===== src/rtl/sram_test_controller_pkg.sv =====
// Shared definitions for the SRAM write-then-verify sweep controller.
// Contents: default widths, the read-wait counter width and the controller
// state type. Imported by sram_test_pattern and sram_test_controller.
package sram_test_controller_pkg;

   localparam int unsigned DEF_ADDR_BITS = 20;
   localparam int unsigned DEF_DATA_BITS = 16;
   localparam int unsigned DEF_READ_WAIT = 2;

   // READ_WAIT is limited to 1..15, so four bits hold the wait count.
   localparam int unsigned WAIT_BITS = 4;

   typedef enum logic [3:0] {
      IDLE,
      W_SETUP,
      W_PULSE,
      W_HOLD,
      R_SETUP,
      R_WAIT,
      R_CHECK,
      DONE,
      FAIL
   } state_t;

endpackage


===== src/rtl/sram_test_pattern.sv =====
// Expected-data generator for the SRAM sweep:
//   expected = addr (truncated or zero-extended to DATA_BITS) XOR {DATA_BITS{seed}}.
// Purely combinational so a standalone checker can reuse it.
// Ports:
//   addr     in   ADDR_BITS  address being written or checked
//   seed     in   1          pattern polarity (1 = inverted data)
//   expected out  DATA_BITS  data that must be stored at addr
module sram_test_pattern
   import sram_test_controller_pkg::*;
#(
   parameter int unsigned ADDR_BITS = DEF_ADDR_BITS,
   parameter int unsigned DATA_BITS = DEF_DATA_BITS
) (
   input  logic [ADDR_BITS-1:0] addr,
   input  logic                 seed,
   output logic [DATA_BITS-1:0] expected
);

   logic [DATA_BITS-1:0] addr_ext;

   generate
      if (ADDR_BITS > DATA_BITS) begin : g_trunc
         // Upper address bits do not take part in the pattern.
         logic unused_hi;
         assign unused_hi = ^addr[ADDR_BITS-1:DATA_BITS];
         assign addr_ext  = addr[DATA_BITS-1:0];
      end else if (ADDR_BITS == DATA_BITS) begin : g_same
         assign addr_ext = addr;
      end else begin : g_zext
         assign addr_ext = {{(DATA_BITS-ADDR_BITS){1'b0}}, addr};
      end
   endgenerate

   assign expected = addr_ext ^ {DATA_BITS{seed}};

endmodule


===== src/rtl/sram_test_controller.sv =====
// Write-then-verify sweep controller for an external asynchronous SRAM.
// Writes expected(a) to every address 0..2^ADDR_BITS-1 (3 clk per address),
// then reads each address back (1 turnaround + READ_WAIT + 1 check clk) and
// stops on the first mismatch, latching its address/expected/actual data.
// Ports:
//   clk            in   system clock
//   reset          in   asynchronous reset, active low
//   start          in   begins a sweep when idle, done or failed
//   addr           out  SRAM address
//   data_out       out  write data to the bus pad
//   data_oe        out  1 = FPGA drives the data bus
//   data_in        in   read data from the bus pad
//   we_n / oe_n    out  SRAM write / output enable, active low
//   busy           out  sweep in progress
//   done / fail    out  sticky sweep result, cleared by the next start
//   error_addr/_expected/_actual  out  first mismatch details
// Build option SRAM_TEST_LOOP_EN: sweeps repeat forever with alternating data
// polarity, counting clean sweeps on pass_count; only a mismatch stops it.
module sram_test_controller
   import sram_test_controller_pkg::*;
#(
   parameter int unsigned ADDR_BITS = DEF_ADDR_BITS,
   parameter int unsigned DATA_BITS = DEF_DATA_BITS,
   parameter int unsigned READ_WAIT = DEF_READ_WAIT
) (
   input  logic                 clk,
   input  logic                 reset,
   input  logic                 start,
   output logic [ADDR_BITS-1:0] addr,
   output logic [DATA_BITS-1:0] data_out,
   output logic                 data_oe,
   input  logic [DATA_BITS-1:0] data_in,
   output logic                 we_n,
   output logic                 oe_n,
   output logic                 busy,
   output logic                 done,
   output logic                 fail,
   output logic [ADDR_BITS-1:0] error_addr,
   output logic [DATA_BITS-1:0] error_expected,
   output logic [DATA_BITS-1:0] error_actual
`ifdef SRAM_TEST_LOOP_EN
   ,
   output logic [15:0]          pass_count
`endif
);

   state_t               state, state_nx;
   logic [ADDR_BITS-1:0] addr_nx;
   logic                 busy_nx, done_nx, fail_nx;
   logic [ADDR_BITS-1:0] error_addr_nx;
   logic [DATA_BITS-1:0] error_expected_nx, error_actual_nx;
   logic                 seed, seed_nx;
   logic [WAIT_BITS-1:0] wait_cnt, wait_cnt_nx;
   logic [DATA_BITS-1:0] expected;
   logic                 last_addr;
`ifdef SRAM_TEST_LOOP_EN
   logic [15:0]          pass_count_nx;
`endif

   sram_test_pattern #(
      .ADDR_BITS (ADDR_BITS),
      .DATA_BITS (DATA_BITS)
   ) u_pattern (
      .addr     (addr),
      .seed     (seed),
      .expected (expected)
   );

   assign last_addr = &addr;

   // Strobes are decoded from the state register, so an asynchronous reset
   // returns them to their inactive levels without waiting for a clock.
   always_comb begin
      state_nx          = state;
      addr_nx           = addr;
      busy_nx           = busy;
      done_nx           = done;
      fail_nx           = fail;
      error_addr_nx     = error_addr;
      error_expected_nx = error_expected;
      error_actual_nx   = error_actual;
      seed_nx           = seed;
      wait_cnt_nx       = wait_cnt;
`ifdef SRAM_TEST_LOOP_EN
      pass_count_nx     = pass_count;
`endif
      data_out          = '0;
      data_oe           = 1'b0;
      we_n              = 1'b1;
      oe_n              = 1'b1;

      case (state)
         IDLE, DONE, FAIL: begin
            if (start) begin
               done_nx           = 1'b0;
               fail_nx           = 1'b0;
               error_addr_nx     = '0;
               error_expected_nx = '0;
               error_actual_nx   = '0;
               addr_nx           = '0;
               busy_nx           = 1'b1;
               // Every new sweep begins with non-inverted data.
               seed_nx           = 1'b0;
`ifdef SRAM_TEST_LOOP_EN
               pass_count_nx     = '0;
`endif
               state_nx          = W_SETUP;
            end
         end
         W_SETUP: begin
            data_oe  = 1'b1;
            data_out = expected;
            state_nx = W_PULSE;
         end
         W_PULSE: begin
            data_oe  = 1'b1;
            data_out = expected;
            we_n     = 1'b0;
            state_nx = W_HOLD;
         end
         W_HOLD: begin
            data_oe  = 1'b1;
            data_out = expected;
            if (last_addr) begin
               addr_nx  = '0;
               state_nx = R_SETUP;
            end else begin
               addr_nx  = addr + ADDR_BITS'(1);
               state_nx = W_SETUP;
            end
         end
         R_SETUP: begin
            wait_cnt_nx = '0;
            state_nx    = R_WAIT;
         end
         R_WAIT: begin
            oe_n = 1'b0;
            if (wait_cnt == WAIT_BITS'(READ_WAIT - 1)) begin
               state_nx = R_CHECK;
            end else begin
               wait_cnt_nx = wait_cnt + WAIT_BITS'(1);
            end
         end
         R_CHECK: begin
            oe_n = 1'b0;
            if (data_in != expected) begin
               error_addr_nx     = addr;
               error_expected_nx = expected;
               error_actual_nx   = data_in;
               fail_nx           = 1'b1;
               busy_nx           = 1'b0;
               state_nx          = FAIL;
            end else if (!last_addr) begin
               addr_nx  = addr + ADDR_BITS'(1);
               state_nx = R_SETUP;
            end else begin
`ifdef SRAM_TEST_LOOP_EN
               if (pass_count != 16'hFFFF) begin
                  pass_count_nx = pass_count + 16'd1;
               end
               seed_nx  = ~seed;
               addr_nx  = '0;
               state_nx = W_SETUP;
`else
               busy_nx  = 1'b0;
               done_nx  = 1'b1;
               state_nx = DONE;
`endif
            end
         end
         default: begin
            state_nx = IDLE;
         end
      endcase
   end

   always_ff @(posedge clk or negedge reset) begin
      if (!reset) begin
         state          <= IDLE;
         addr           <= '0;
         busy           <= 1'b0;
         done           <= 1'b0;
         fail           <= 1'b0;
         error_addr     <= '0;
         error_expected <= '0;
         error_actual   <= '0;
         seed           <= 1'b0;
         wait_cnt       <= '0;
`ifdef SRAM_TEST_LOOP_EN
         pass_count     <= '0;
`endif
      end else begin
         state          <= state_nx;
         addr           <= addr_nx;
         busy           <= busy_nx;
         done           <= done_nx;
         fail           <= fail_nx;
         error_addr     <= error_addr_nx;
         error_expected <= error_expected_nx;
         error_actual   <= error_actual_nx;
         seed           <= seed_nx;
         wait_cnt       <= wait_cnt_nx;
`ifdef SRAM_TEST_LOOP_EN
         pass_count     <= pass_count_nx;
`endif
      end
   end

endmodule

===== config.mk =====
export PLATFORM = sky130hd
export DESIGN_NAME = sram_test_controller
export DESIGN_NICKNAME = d
export VERILOG_FILES = /design/src/rtl/sram_test_controller_pkg.sv /design/src/rtl/sram_test_pattern.sv /design/src/rtl/sram_test_controller.sv
export SDC_FILE = /design/constraint.sdc
export NUM_CORES = 1
export LEC_CHECK = 0
export ABC_AREA = 1
export BUFFER_PORTS_ARGS = -buffer_cell sky130_fd_sc_hd__buf_2
export CAP_MARGIN = 10
export CORE_MARGIN = 3
export CORE_UTILIZATION = 25
export CTS_CLUSTER_DIAMETER = 100
export DETAILED_ROUTE_END_ITERATION = 8
export MAX_ROUTING_LAYER = met4
export PLACE_DENSITY_LB_ADDON = 0.2
export SETUP_SLACK_MARGIN = 0.5
export SLEW_MARGIN = 25
export SYNTH_ARGS = -nofsm -noshare
export SYNTH_HDL_FRONTEND = slang
export SYNTH_HIERARCHICAL = 1
export SYNTH_SLANG_ARGS = --single-unit

===== constraint.sdc =====
create_clock -name clk -period 2.95 [get_ports clk]
set_clock_uncertainty 0.05 [all_clocks]
set_input_delay 0.4425 -clock clk [delete_from_list [all_inputs] [get_ports clk]]
set_output_delay 0.4425 -clock clk [all_outputs]
set_load 0.05 [all_outputs]

==> run metrics <==
status completed; IO Port Bufs around 110; Syn Nets 705; cell breakdown of the critical path inv_2 > nor2_2 > inv_2 > nor3_4 > nor2_1 > buf_2; drt wl/cell ~15 um; CP Class reg -> out; Initial Util 0.257; cell-internal power 2.42 mW; flops & latches, synth between 80 and 90; CP peak stage delay 0.47 ns; largest net degree at the start of global routing 47; initial antenna violation count 0; min-delay worst type in -> async; Final #Nets 829; CP Data Required Time 2.46 ns; Hold Violations, Final 0; ranking of synthesized cells by area dfrtp_1 45%, nand2_1 23%, inv_1 6.7%; HPWL Detailed ~11 mm; Net Sw Frac 0.395; sequential share of power 0.304; Placement Rows 49; synthesized area 4660 um^2; P per Cell Area between 600 and 700 nW/um^2; Starting DRT DRC Count between 200 and 300; Critical Path Fanout Max 13; H-tree Lvls 3; core area between 15,000 and 20,000 um^2; RePlAce Congestion 0.901; final setup vio count 0; Worst Path Buf+Inv 3; crit path time final 2.30 ns; Fmax 435 MHz; # hold bufs at CTS 0; CTS Buffer Depth 2; Reg clk slew, reported paths 0.06 ns; post-synth cell types 28; Worst path most repeated cell inv_2; I/O pins 113; Peak VDD IR 0.000272 V; Crit-path slowest cell nor3_4; gr ovfl total 0; total CTS buffers 9; CTS tree done; First-pass DRT Iterations 5; Clock Sink Count 83; share of layout cells above drive strength 1 0.209; fin crit share 0.779; post-route ant nets 0; root buffer cell clkbuf_16; P_sw 1.58 mW; # DRC 0; CP Capture Type primary output; Worst-Skew Late Latency 0.35 ns; Synth Area per Inst 6.82 um^2; fin util 0.331; Die H 143 um; final antenna diode count 0; crit start category flip-flop; DIE AREA 20,300 um^2; vias 4,598; Worst-Margin Slew 0.598 ns; P&R area growth vs syn 29.1%; DR vias/cell 4.42; Synth Instances 683; Synth warnings 6; vias in the first global route 4,469; sequential area share after synthesis 0.446; RSZ-0062 raised after global routing yes; CP Data Arrival Time 1.81 ns; Clk pwr share 0.342; Comb pwr share 0.354; chip width ~140 um; crit-path leading delay family simple AND/OR/NAND/NOR gates; Setup TNS Final 0 ns; relative slew slack 0.600; post-layout power 4.01 mW; # Max-Cap Violations 0; total track usage 0.155; post-synth top area share 0.446; final wirelength 15.1 mm; Pins Over Slew Limit 0; P_leak 3.31 nW; leading area contributor after synthesis dfrtp_1; first-pass GRT wire length 23.8 mm; filler instances 2,014
==> power by group through the flow <==
stage | logic (mW) | registers, mW | clock network (mW)
floorplan | 0.890 | 1.30 | 0
global placement | 1.37 | 1.24 | 0
detailed placement | 1.37 | 1.24 | 0
CTS | 1.41 | 1.22 | 1.41
global route | 1.56 | 1.23 | 1.45
finish | 1.42 | 1.22 | 1.37
==> kinds of logic (layout without fill, tap and decap cells) <==
logic type | Yosys count | in the layout | share of synthesized area
other | 1 | 1 | 0.000805
DFF | 83 | 83 | 0.446
buffers and inverters | 110 | 239 | 0.0980
xor gates and xnor gates | 6 | 6 | 0.0113
adders and majority gates | 3 | 3 | 0.00806
AOI/OAI and AO/OA | 84 | 84 | 0.0948
and+or+nand+nor | 396 | 396 | 0.341
==> worst reg2reg max path, delay by kind of cell (launching register included) <==
kind	cells	cell delay, ns
buf+inv	3	0.36
simple gates	7	0.99
compound gates	1	0.08
fa+ha+maj	1	0.28
flops	1	0.46
==> area by class of cell <==
type / count / area (um^2) / area share
well taps: 229 / 287 / 0.0476
flip-flops and latches: 83 / 2080 / 0.345
repair buffers: 136 / 793 / 0.132
clock buffers: 12 / 267 / 0.0443
multi-input cells: 490 / 2160 / 0.359
clock inverters: 4 / 95.1 / 0.0158
inverters: 87 / 338 / 0.0562
==> cell usage after synthesis <==
| master | instances |
|---|---|
| buf_4 | 1 |
| a21oi_1 | 3 |
| inv_1 | 83 |
| nor2_1 | 55 |
| buf_6 | 1 |
| clkbuf_1 | 8 |
| nand2_2 | 3 |
| o211ai_1 | 6 |
| xor2_1 | 6 |
| dfrtp_1 | 83 |
| inv_2 | 3 |
| ha_1 | 3 |
| nor2_2 | 2 |
| o21ai_1 | 26 |
| buf_1 | 1 |
| nand2_1 | 286 |
| buf_8 | 1 |
| o21ai_2 | 1 |
| nand4_1 | 13 |
| and2_1 | 1 |
| nor3_1 | 1 |
| inv_8 | 1 |
| o21ai_0 | 46 |
| nand3_1 | 34 |
| o22ai_1 | 2 |
| conb_1 | 1 |
| buf_2 | 11 |
| nor3_4 | 1 |
==> registers in the layout (all words and copies together) (netlist names) <==
name,cells
error_addr,20
state,4
error_expected,16
done,1
wait_cnt,4
addr,20
fail,1
error_actual,16
busy,1
==> layout by cell type, fill, tap and decap left out, drive strengths merged, types with 2 or more instances in the layout <==
cell,n
clkbuf,13
o22ai,2
buf,135
o21ai,73
a21oi,3
o211ai,6
dfrtp,83
nor3,2
nand3,34
inv,86
nand2,289
nand4,13
bufinv,3
xor2,6
nor2,57
ha,3
==> metrics by stage <==
stage               setup WS [ns]  cell area, um^2  cells  hold WS (ns)
finish                      0.652             6020   1041        0.0313
global route                0.438             6020   1041        0.0639
CTS                         0.507             5980   1041        0.0452
detailed placement          0.444             5590   1024         0.403
global placement            0.572             5590   1024         0.403
floorplan                   0.311             4660    683        0.0969
==> layer usage <==
metal  wire length [um]  GRT usage  up-vias
met5                  0          -        -
met4                246     0.0545        0
met3                777     0.0245       15
met2               6720      0.235      110
met1               7390      0.211     2109
li1                   -          -     2364
==> what timing repair did <==
action,in CTS,in global routing
gates resized for setup,2,11
setup endpoints to repair,18,49
setup buffers,1,0
cloned,0,0
==> final timing paths <==
path / start / end / slack (ns) / depth (start not counted)
min: reset / error_actual[3] / 0.03 / 1
min in group clk: start / busy / 0.30 / 3
min reg2reg: error_addr[7] / error_addr[7] / 0.42 / 2
max reg2reg: addr[0] / addr[4] / 0.67 / 12
max: state[2] / oe_n / 0.65 / 6
max in group asynchronous: reset / addr[0] / 2.18 / 2
Power figures use the tool's default switching activity.
